==> src/rtl/tqvp_cntbank_pkg.sv <==
// Shared constants for the PRISM counter bank: register addresses, CTRL/STATUS
// bit offsets and the maximum number of counters the register map can describe.
package tqvp_cntbank_pkg;

    // Register addresses within the 64-byte window
    localparam logic [5:0] CTRL_ADDR     = 6'h00;
    localparam logic [5:0] STATUS_ADDR   = 6'h04;
    localparam logic [5:0] MASK_ADDR     = 6'h08;
    localparam logic [5:0] PRESCALE_ADDR = 6'h0C;
    localparam logic [5:0] PRELOAD_BASE  = 6'h10;
    localparam logic [5:0] COUNT_BASE    = 6'h20;

    // Bit offsets inside CTRL / STATUS / MASK
    localparam int EN_LSB   = 0;
    localparam int AR_LSB   = 8;
    localparam int HALT_BIT = 8;

    // The map reserves room for four counters
    localparam int MAX_CNT = 4;

    // Address of the idx-th word of a per-counter register array
    function automatic logic [5:0] reg_addr(input logic [5:0] base, input int unsigned idx);
        return base + 6'(idx * 4);
    endfunction

endpackage

==> src/rtl/tqvp_cntbank_chan.sv <==
// One down-counter channel of the PRISM counter bank: holds the preload and the
// count, applies the SW-write / load / auto-reload / decrement priority, and
// flags the cycle in which a decrement takes the count from 1 to 0.
module tqvp_cntbank_chan
    import tqvp_cntbank_pkg::*;
#(
    parameter int CNT_W = 28
) (
    input  logic             clk,
    input  logic             rst_n,
    input  logic             act,
    input  logic             tick,
    input  logic             ar,
    input  logic             dec,
    input  logic             load,
    input  logic             count_wr,
    input  logic             preload_wr,
    input  logic [CNT_W-1:0] wdata,
    output logic [CNT_W-1:0] count,
    output logic [CNT_W-1:0] preload,
    output logic             zero,
    output logic             zero_evt
);

    logic reload_now;
    logic dec_now;

    // Decode which hardware action would apply this cycle
    always_comb begin
        reload_now = act && (load || (ar && (count == '0)));
        dec_now    = act && dec && tick && (count != '0);
        // The event only fires if nothing of higher priority overrides the decrement
        zero_evt   = !count_wr && !reload_now && dec_now && (count == CNT_W'(1));
    end

    // Preload register, only changed by software
    always_ff @(posedge clk or negedge rst_n) begin
        if (!rst_n) begin
            preload <= '0;
        end else if (preload_wr) begin
            preload <= wdata;
        end
    end

    // Count register: SW write, then load/auto-reload, then saturating decrement
    always_ff @(posedge clk or negedge rst_n) begin
        if (!rst_n) begin
            count <= '0;
        end else if (count_wr) begin
            count <= wdata;
        end else if (reload_now) begin
            count <= preload;
        end else if (dec_now) begin
            count <= count - CNT_W'(1);
        end
    end

    assign zero = (count == '0);

endmodule

==> src/rtl/tqvp_prism_cntbank.sv <==
// PRISM counter bank top: TinyQV register decode, CTRL/STATUS/MASK, halt edge
// detect, optional prescaler and the read mux around NUM_CNT counter channels.
// Optional feature: define TQVP_CNTBANK_PRESCALE_EN to add the PRESCALE register
// and the shared tick divider; otherwise every cycle is a tick.
module tqvp_prism_cntbank
    import tqvp_cntbank_pkg::*;
#(
    parameter int NUM_CNT = 2,
    parameter int CNT_W   = 28
) (
    input  logic               clk,
    input  logic               rst_n,
    input  logic [5:0]         address,
    input  logic [31:0]        data_in,
    input  logic [1:0]         data_write_n,
    input  logic [1:0]         data_read_n,
    output logic [31:0]        data_out,
    output logic               data_ready,
    input  logic               fsm_halt,
    input  logic [NUM_CNT-1:0] cnt_dec,
    input  logic [NUM_CNT-1:0] cnt_load,
    output logic [NUM_CNT-1:0] cnt_zero,
    output logic               user_interrupt
);

    logic               wr;
    logic               ctrl_wr;
    logic               status_wr;
    logic               mask_wr;

    logic [NUM_CNT-1:0] en;
    logic [NUM_CNT-1:0] ar;
    logic [NUM_CNT-1:0] zero_st;
    logic               halt_st;
    logic [NUM_CNT-1:0] mask_zero;
    logic               mask_halt;
    logic               halt_q;
    logic               halt_rise;
    logic [NUM_CNT-1:0] zero_clr;
    logic               halt_clr;

    logic [NUM_CNT-1:0] count_wr;
    logic [NUM_CNT-1:0] preload_wr;
    logic [NUM_CNT-1:0] zero_evt;
    logic [CNT_W-1:0]   count_vals   [NUM_CNT];
    logic [CNT_W-1:0]   preload_vals [NUM_CNT];

    logic               tick;
    logic               unused_bits;

    // Reads never have side effects, so the read strobe is not needed
    assign unused_bits = &{1'b0, data_read_n, data_in};
    assign data_ready  = 1'b1;

    assign wr        = (data_write_n == 2'b10);
    assign ctrl_wr   = wr && (address == CTRL_ADDR);
    assign status_wr = wr && (address == STATUS_ADDR);
    assign mask_wr   = wr && (address == MASK_ADDR);
    assign halt_rise = fsm_halt && !halt_q;

`ifdef TQVP_CNTBANK_PRESCALE_EN
    logic       prescale_wr;
    logic [7:0] prescale;
    logic [7:0] div_cnt;

    assign prescale_wr = wr && (address == PRESCALE_ADDR);

    // Shared divider: reloads from PRESCALE after reaching 0, paused while halted
    always_ff @(posedge clk or negedge rst_n) begin
        if (!rst_n) begin
            prescale <= '0;
            div_cnt  <= '0;
        end else if (prescale_wr) begin
            prescale <= data_in[7:0];
            div_cnt  <= data_in[7:0];
        end else if (!fsm_halt) begin
            div_cnt <= (div_cnt == 8'd0) ? prescale : div_cnt - 8'd1;
        end
    end

    assign tick = (div_cnt == 8'd0);
`else
    assign tick = 1'b1;
`endif

    // Counter channels with their register write strobes
    for (genvar g = 0; g < NUM_CNT; g++) begin : g_chan
        assign count_wr[g]   = wr && (address == reg_addr(COUNT_BASE, g));
        assign preload_wr[g] = wr && (address == reg_addr(PRELOAD_BASE, g));

        tqvp_cntbank_chan #(
            .CNT_W(CNT_W)
        ) u_chan (
            .clk        (clk),
            .rst_n      (rst_n),
            .act        (en[g] && !fsm_halt),
            .tick       (tick),
            .ar         (ar[g]),
            .dec        (cnt_dec[g]),
            .load       (cnt_load[g]),
            .count_wr   (count_wr[g]),
            .preload_wr (preload_wr[g]),
            .wdata      (data_in[CNT_W-1:0]),
            .count      (count_vals[g]),
            .preload    (preload_vals[g]),
            .zero       (cnt_zero[g]),
            .zero_evt   (zero_evt[g])
        );
    end

    // Previous halt level for rising-edge detection
    always_ff @(posedge clk or negedge rst_n) begin
        if (!rst_n) begin
            halt_q <= 1'b0;
        end else begin
            halt_q <= fsm_halt;
        end
    end

    // CTRL: per-counter enable and auto-reload bits
    always_ff @(posedge clk or negedge rst_n) begin
        if (!rst_n) begin
            en <= '0;
            ar <= '0;
        end else if (ctrl_wr) begin
            en <= data_in[EN_LSB +: NUM_CNT];
            ar <= data_in[AR_LSB +: NUM_CNT];
        end
    end

    // W1C clear masks for STATUS
    always_comb begin
        zero_clr = '0;
        halt_clr = 1'b0;
        if (status_wr) begin
            zero_clr = data_in[EN_LSB +: NUM_CNT];
            halt_clr = data_in[HALT_BIT];
        end
    end

    // STATUS: sticky events, a hardware set beats a simultaneous clear
    always_ff @(posedge clk or negedge rst_n) begin
        if (!rst_n) begin
            zero_st <= '0;
            halt_st <= 1'b0;
        end else begin
            zero_st <= (zero_st & ~zero_clr) | zero_evt;
            halt_st <= (halt_st & ~halt_clr) | halt_rise;
        end
    end

    // MASK: interrupt enables, same layout as STATUS
    always_ff @(posedge clk or negedge rst_n) begin
        if (!rst_n) begin
            mask_zero <= '0;
            mask_halt <= 1'b0;
        end else if (mask_wr) begin
            mask_zero <= data_in[EN_LSB +: NUM_CNT];
            mask_halt <= data_in[HALT_BIT];
        end
    end

    assign user_interrupt = |(zero_st & mask_zero) || (halt_st && mask_halt);

    // Read mux: unmapped addresses and unimplemented bits read as zero
    always_comb begin
        data_out = '0;
        if (address == CTRL_ADDR) begin
            data_out[EN_LSB +: NUM_CNT] = en;
            data_out[AR_LSB +: NUM_CNT] = ar;
        end else if (address == STATUS_ADDR) begin
            data_out[EN_LSB +: NUM_CNT] = zero_st;
            data_out[HALT_BIT]          = halt_st;
        end else if (address == MASK_ADDR) begin
            data_out[EN_LSB +: NUM_CNT] = mask_zero;
            data_out[HALT_BIT]          = mask_halt;
        end
`ifdef TQVP_CNTBANK_PRESCALE_EN
        if (address == PRESCALE_ADDR) begin
            data_out[7:0] = prescale;
        end
`endif
        for (int unsigned i = 0; i < NUM_CNT; i++) begin
            if (address == reg_addr(PRELOAD_BASE, i)) begin
                data_out = 32'(preload_vals[i]);
            end
            if (address == reg_addr(COUNT_BASE, i)) begin
                data_out = 32'(count_vals[i]);
            end
        end
    end

endmodule

==> config.mk <==
export PLATFORM = sky130hd
export DESIGN_NAME = tqvp_prism_cntbank
export DESIGN_NICKNAME = d
export VERILOG_FILES = /design/src/rtl/tqvp_cntbank_pkg.sv /design/src/rtl/tqvp_cntbank_chan.sv /design/src/rtl/tqvp_prism_cntbank.sv
export SDC_FILE = /design/constraint.sdc
export NUM_CORES = 1
export LEC_CHECK = 0
export CORE_MARGIN = 4
export CORE_UTILIZATION = 35
export CTS_CLUSTER_DIAMETER = 100
export CTS_CLUSTER_SIZE = 30
export DETAILED_ROUTE_END_ITERATION = 12
export PLACE_DENSITY = 0.63
export SLEW_MARGIN = 20
export SYNTH_ARGS = -nofsm -noshare
export SYNTH_HDL_FRONTEND = slang
export SYNTH_SLANG_ARGS = --single-unit
==> constraint.sdc <==
create_clock -name clk -period 9.1 [get_ports clk]
set_input_delay 2.275 -clock clk [delete_from_list [all_inputs] [get_ports clk]]
set_output_delay 2.275 -clock clk [all_outputs]
set_load 0.01 [all_outputs]
## Word-level counts from Yosys, hierarchy flattened

Index checks and enable logic that the tools add are counted.
W data, S select, Z words.

| word-level totals | value |
|---|---|
| flip-flop bits (word level) | 123 |
| output and inout port bits | 36 |

| operators by class | value |
|---|---|
| add/sub/neg operators | 2 |
| eq/ne operators | 9 |
| multiplexer cells | 19 |
| bitwise operators | 7 |
| reduce and logical (&&, ||, !) cells | 42 |

Operators with widths:

| kind | number |
|---|---|
| $mux W28 | 7 |
| $mux W32 | 3 |
| $eq A28 B1 Y1 const B | 2 |
| $logic_not A28 Y1 | 2 |
| $reduce_bool A28 Y1 | 2 |
| $sub A28 B1 Y28 const B | 2 |
| $logic_and A1 B1 Y1 | 25 |
| $eq A6 B5 Y1 const B | 2 |
| $eq A6 B6 Y1 const B | 2 |
| $mux W2 | 4 |
| $eq A6 B3 Y1 const B | 1 |
| $eq A6 B4 Y1 const B | 1 |
| $logic_not A1 Y1 | 6 |
| $logic_not A6 Y1 | 1 |
| $reduce_bool A3 Y1 | 2 |
| $mux W1 | 5 |
| $and A2 B2 Y2 | 2 |
| $logic_or A1 B1 Y1 | 3 |
| $eq A2 B2 Y1 const B | 1 |
| $not A2 Y2 | 1 |
| $or A2 B2 Y2 | 1 |
| $reduce_or A2 Y1 | 1 |
| $and A1 B1 Y1 | 1 |
| $not A1 Y1 | 1 |
| $or A1 B1 Y1 | 1 |

## Logic depth before layout (Yosys ltp)

| depth | value |
|---|---|
| word-level depth | 9 |
| gate-level depth with buffers | 10 |
| gate-level depth less buffers | 8 |

## Hierarchy

From an unflattened synthesis, not the netlist that was laid out.

| second synthesis, totals | value |
|---|---|
| cell total of the unflattened synthesis | 806 |
| area, all modules | 7,845.0 µm² |

By module, submodules not included:

| module | instances | cells an instance | area an instance (µm²) | seq. area each (µm²) |
|---|---|---|---|---|
| tqvp_cntbank_chan (g_chan[1].u_chan) | 1 | 321 | 3,269.4 | 1,401.3 |
| tqvp_cntbank_chan (g_chan[0].u_chan) | 1 | 308 | 3,233.1 | 1,401.3 |
| tqvp_prism_cntbank | 1 | 177 | 1,342.5 | 275.3 |

## Worst setup path before layout

No wires, ideal clock.

| timing path | value |
|---|---|
| path type | input-to-output |
| from | in address[5] |
| to | out data_out[12] |
| arrival | 3.918 ns |
| data required time | 6.825 ns |
| slack | 2.907 ns |
| cell stages on the path | 8 |
| buffers on the path | 4 |
| cells stage by stage | clkbuf_1 -> nor2b_1 -> and2_1 -> clkbuf_1 -> clkbuf_1 -> buf_1 -> nand2_1 -> nand2_1 |

| between the ends | value |
|---|---|
| cells in the longest elaborated chain, start to end | 5 |
| elaborated cells on any way between the ends | 8 |
| those cells by class | 4 x eq/ne; 4 x mux |

Ends and longest elaborated chain:

| item | RTL line | text |
|---|---|---|
| start, declared | tqvp_prism_cntbank.sv:13 | `input logic [5:0] address,` |
| $eq A6 B5 Y1 | tqvp_prism_cntbank.sv:184 | `if (address == reg_addr(PRELOAD_BASE, i)) begin` |
| $mux W28 | tqvp_prism_cntbank.sv:184 |  |
| $mux W32 | tqvp_prism_cntbank.sv:187 | `if (address == reg_addr(COUNT_BASE, i)) begin` |
| $mux W32 | tqvp_prism_cntbank.sv:184 |  |
| $mux W32 * | tqvp_prism_cntbank.sv:187 |  |
| end, declared | tqvp_prism_cntbank.sv:17 | `output logic [31:0] data_out,` |

Mark *: on every way between the ends. The rest lies on a longest branch, timed or not.

## Worst setup path in the final report

| timing path | value |
|---|---|
| from | in address[1] |
| to | out data_out[27] |

The elaborated chain is that of the path after synthesis.

==> summary.md <==
| Metric | Value |
|---|---|
| Routed vias | 6895 |
| R2r endpoint | g_chan[1].u_chan.count[5] |
| Area Growth Syn to Fin | 20.79% |
| Vias per cell | 5.913 |
| Hold depth | 1 |
| # hold bufs at CTS | 0 |
| Worst-path clk slew | 0.06 ns |
| Fmax | 131.2 MHz |
| Final Cell Area | 9007 um2 |
| Reg2reg setup slack | 5.32 ns |
| CTS tree | done |
| Clk Latency, worst-skew pair | 0.43 ns |
| Fraction of the mapped netlist area in adder cells | 1.007% |
| Hold Startpoint | halt_q |
| Hold Path Sink | halt_st |
| CTS buffer count | 17 |
| First-pass GRT wire length | 40250 um |
| # clock sinks | 123 |
| Final GP Congestion | 0.8937 |
| Post-synthesis sequential area ratio | 41.28% |
| Syn avg cell area | 9.017 um2 |
| Share of layout cells above drive strength 1 | 13.69% |
| Area of the mapped netlist | 7457 um2 |
| Drt wl/cell | 22.43 um |
| WP data arrival | 5.35 ns |
| Placed inst area | 8413 um2 |
| Nets@finish | 933 |
| Top FF cell, synth | dfrtp_1 |
| Initial antenna violation count | 0 |
| Largest net degree at the start of global routing | 53 |
| Sw Share | 35.51% |
| Psw | 736.3 uW |
| Max Clock Skew | 0.009162 ns |
| CTS root buf | clkbuf_16 |
| Final slew viol count | 0 |
| Setup WS post-layout | 1.480 ns |
| Pint | 1.337 mW |
| # Post-CTS Setup Buffers | 0 |
| Required @ worst endpoint | 6.83 ns |
| Tmin final | 7.620 ns |
| Simple-gate area share of the yosys netlist | 19.82% |
| Pwr Density | 230.2 nW/um2 |
| Hold_ws | 0.4321 ns |
| Post-synth cell types | 62 |
| Post-DP HPWL | 17860 um |
| Ports | 85 |
| Clock Power Share | 32.7% |
| Clock Path Buffers | 2 |
| Worst Setup Start Kind | input port |
| Static leakage | 3.767 nW |
| Worst Tran Pin Value | 1.060 ns |
| Post-route DRC violation count | 0 |
| Die footprint | 23710 um2 |
| Worst reg2reg startpoint | g_chan[1].u_chan.count[13] |
| # setup viols final | 0 |
| CP Capture Type | output pin |
| Multiplexer area fraction after synthesis | 9.379% |
| Die Ht | 154.0 um |
| Register share of total power | 43.8% |
| Fin util | 42.85% |
| Vias in the first global route | 6670 |
| Post-CTS resize count | 0 |
| Async S/R FF share, synth | 100.0% |
| Number of synthesized flops with an enable pin | 0 |
| Cell count after synthesis | 827 |
| Post-route ant nets | 0 |
| Post-Layout Cell Count | 1166 |
| Fill cells | 1998 |
| Syn. warnings | 0 |
| Most common cell after layout, fill and taps aside | dfrtp_1 |
| Total Routed Length | 26160 um |
| Peak VDD IR | 116.6 uV |
| Rows | 53 |
| Setup TNS | 0 ns |
| Post-Synth XOR/XNOR Area | 5.285% |
| Comb pwr share | 23.6% |
| Max-cap violation count | 0 |
| Slew headroom | 29.09% |
| Commonest non-fill, non-tap cells in the layout | dfrtp_1, nand2_1, nor2_1 |
| Post-Place Cells | 1134 |
| First-pass iteration count of the detailed router | 6 |
| RSZ-0062 raised after global routing | false |
| Worst-path fanout max | 19 |
| GR Util All Layers | 21.75% |
| Largest family of logic cells by synthesized area | simple AND/OR/NAND/NOR gates |
| Status | completed |
| Initial DRC count | 760 |
| Hold crit path type | flop to flop |
| Worst R2R Path Depth | 5 |
| Placeable Area | 21020 um2 |
| #FFs+latches synth | 123 |
| Ant diodes | 0 |
| Starting density of the core | 35.47% |
| WS Path Type | input port to output pin |
| Port Buffer Count | 73 |
| Fin crit share | 83.74% |
| Total Power Consumption | 2.074 mW |
| Die Span X | 154.0 um |
| CTS H-tree depth | 4 |
| Worst slack, placed | 1.484 ns |
| Post-synthesis compound-gate area fraction | 19.06% |
| Global route overflow | 0 |
| Final hold violations | 0 |
==> area by class of cell <==
cell class	count	area, um2	share of cell area, %
well taps	275	344.1	3.820
flip-flops and latches	123	3078	34.17
repair buffers	87	833.3	9.251
clock inverters	11	108.9	1.208
multi-input cells	636	4114	45.67
clock buffers	21	480.5	5.334
inverters	13	48.80	0.5417
==> worst max-delay path: stages <==
cell and delay, ns:
clkdlybuf4s50_1 0.46, nor4_1 0.55, and2_1 0.81, buf_4 0.30, a222oi_1 0.11, a21oi_1 0.25, clkdlybuf4s50_1 0.59
==> worst max path at each step <==
stage,endpoint,startpoint,slack (ns)
final,data_out[27],address[1],1.48
after global routing,data_out[27],address[1],1.24
after CTS,data_out[5],address[1],1.47
after detailed placement,data_out[5],address[1],1.48
after global placement,data_out[5],address[1],1.47
after floorplan,data_out[12],address[5],2.91
==> power by group through the flow <==
stage / sequential [mW] / clock (mW) / combinational (mW)
5_1_grt: 0.928 / 0.709 / 0.546
6_report: 0.908 / 0.677 / 0.489
3_5_place_dp: 0.907 / 0 / 0.486
3_3_place_gp: 0.904 / 0 / 0.476
4_1_cts: 0.901 / 0.682 / 0.488
2_1_floorplan: 0.827 / 0 / 0.379
==> kinds of logic after synthesis <==
family	Yosys count
adder cells (fa/ha/maj)	6
XOR/XNOR	45
multiplexers	63
flip-flops	123
AO/OA/AOI/OAI	210
other	2
AND/OR/NAND/NOR	307
buffers and inverters	71
==> registers in the layout, indices dropped and copies added, names as in the netlist <==
signal	flops
mask_zero	2
g_chan.u_chan.preload	56
halt_st	1
ar	2
zero_st	2
en	2
halt_q	1
g_chan.u_chan.count	56
mask_halt	1
==> cells in the mapped netlist (all sizes together), types with 21 or more instances <==
master	n	area (um2)
nor2	79	296.5
xor2	29	254.0
nor3	41	210.2
clkbuf	43	161.4
a222oi	25	250.2
nand2	90	337.8
a21oi	51	255.2
mux2	52	589.3
nand3	21	105.1
dfrtp	123	3078
o21ai	45	225.2
==> layer usage <==
layer,global-route usage (%),vias up,share of wire (%)
li1,-,3168,-
met1,29.08,3390,42
met2,34.69,289,48
met3,5.066,48,7.0
met4,7.527,0,2.8
met5,0,-,0
(Power assumes the default switching activity.)
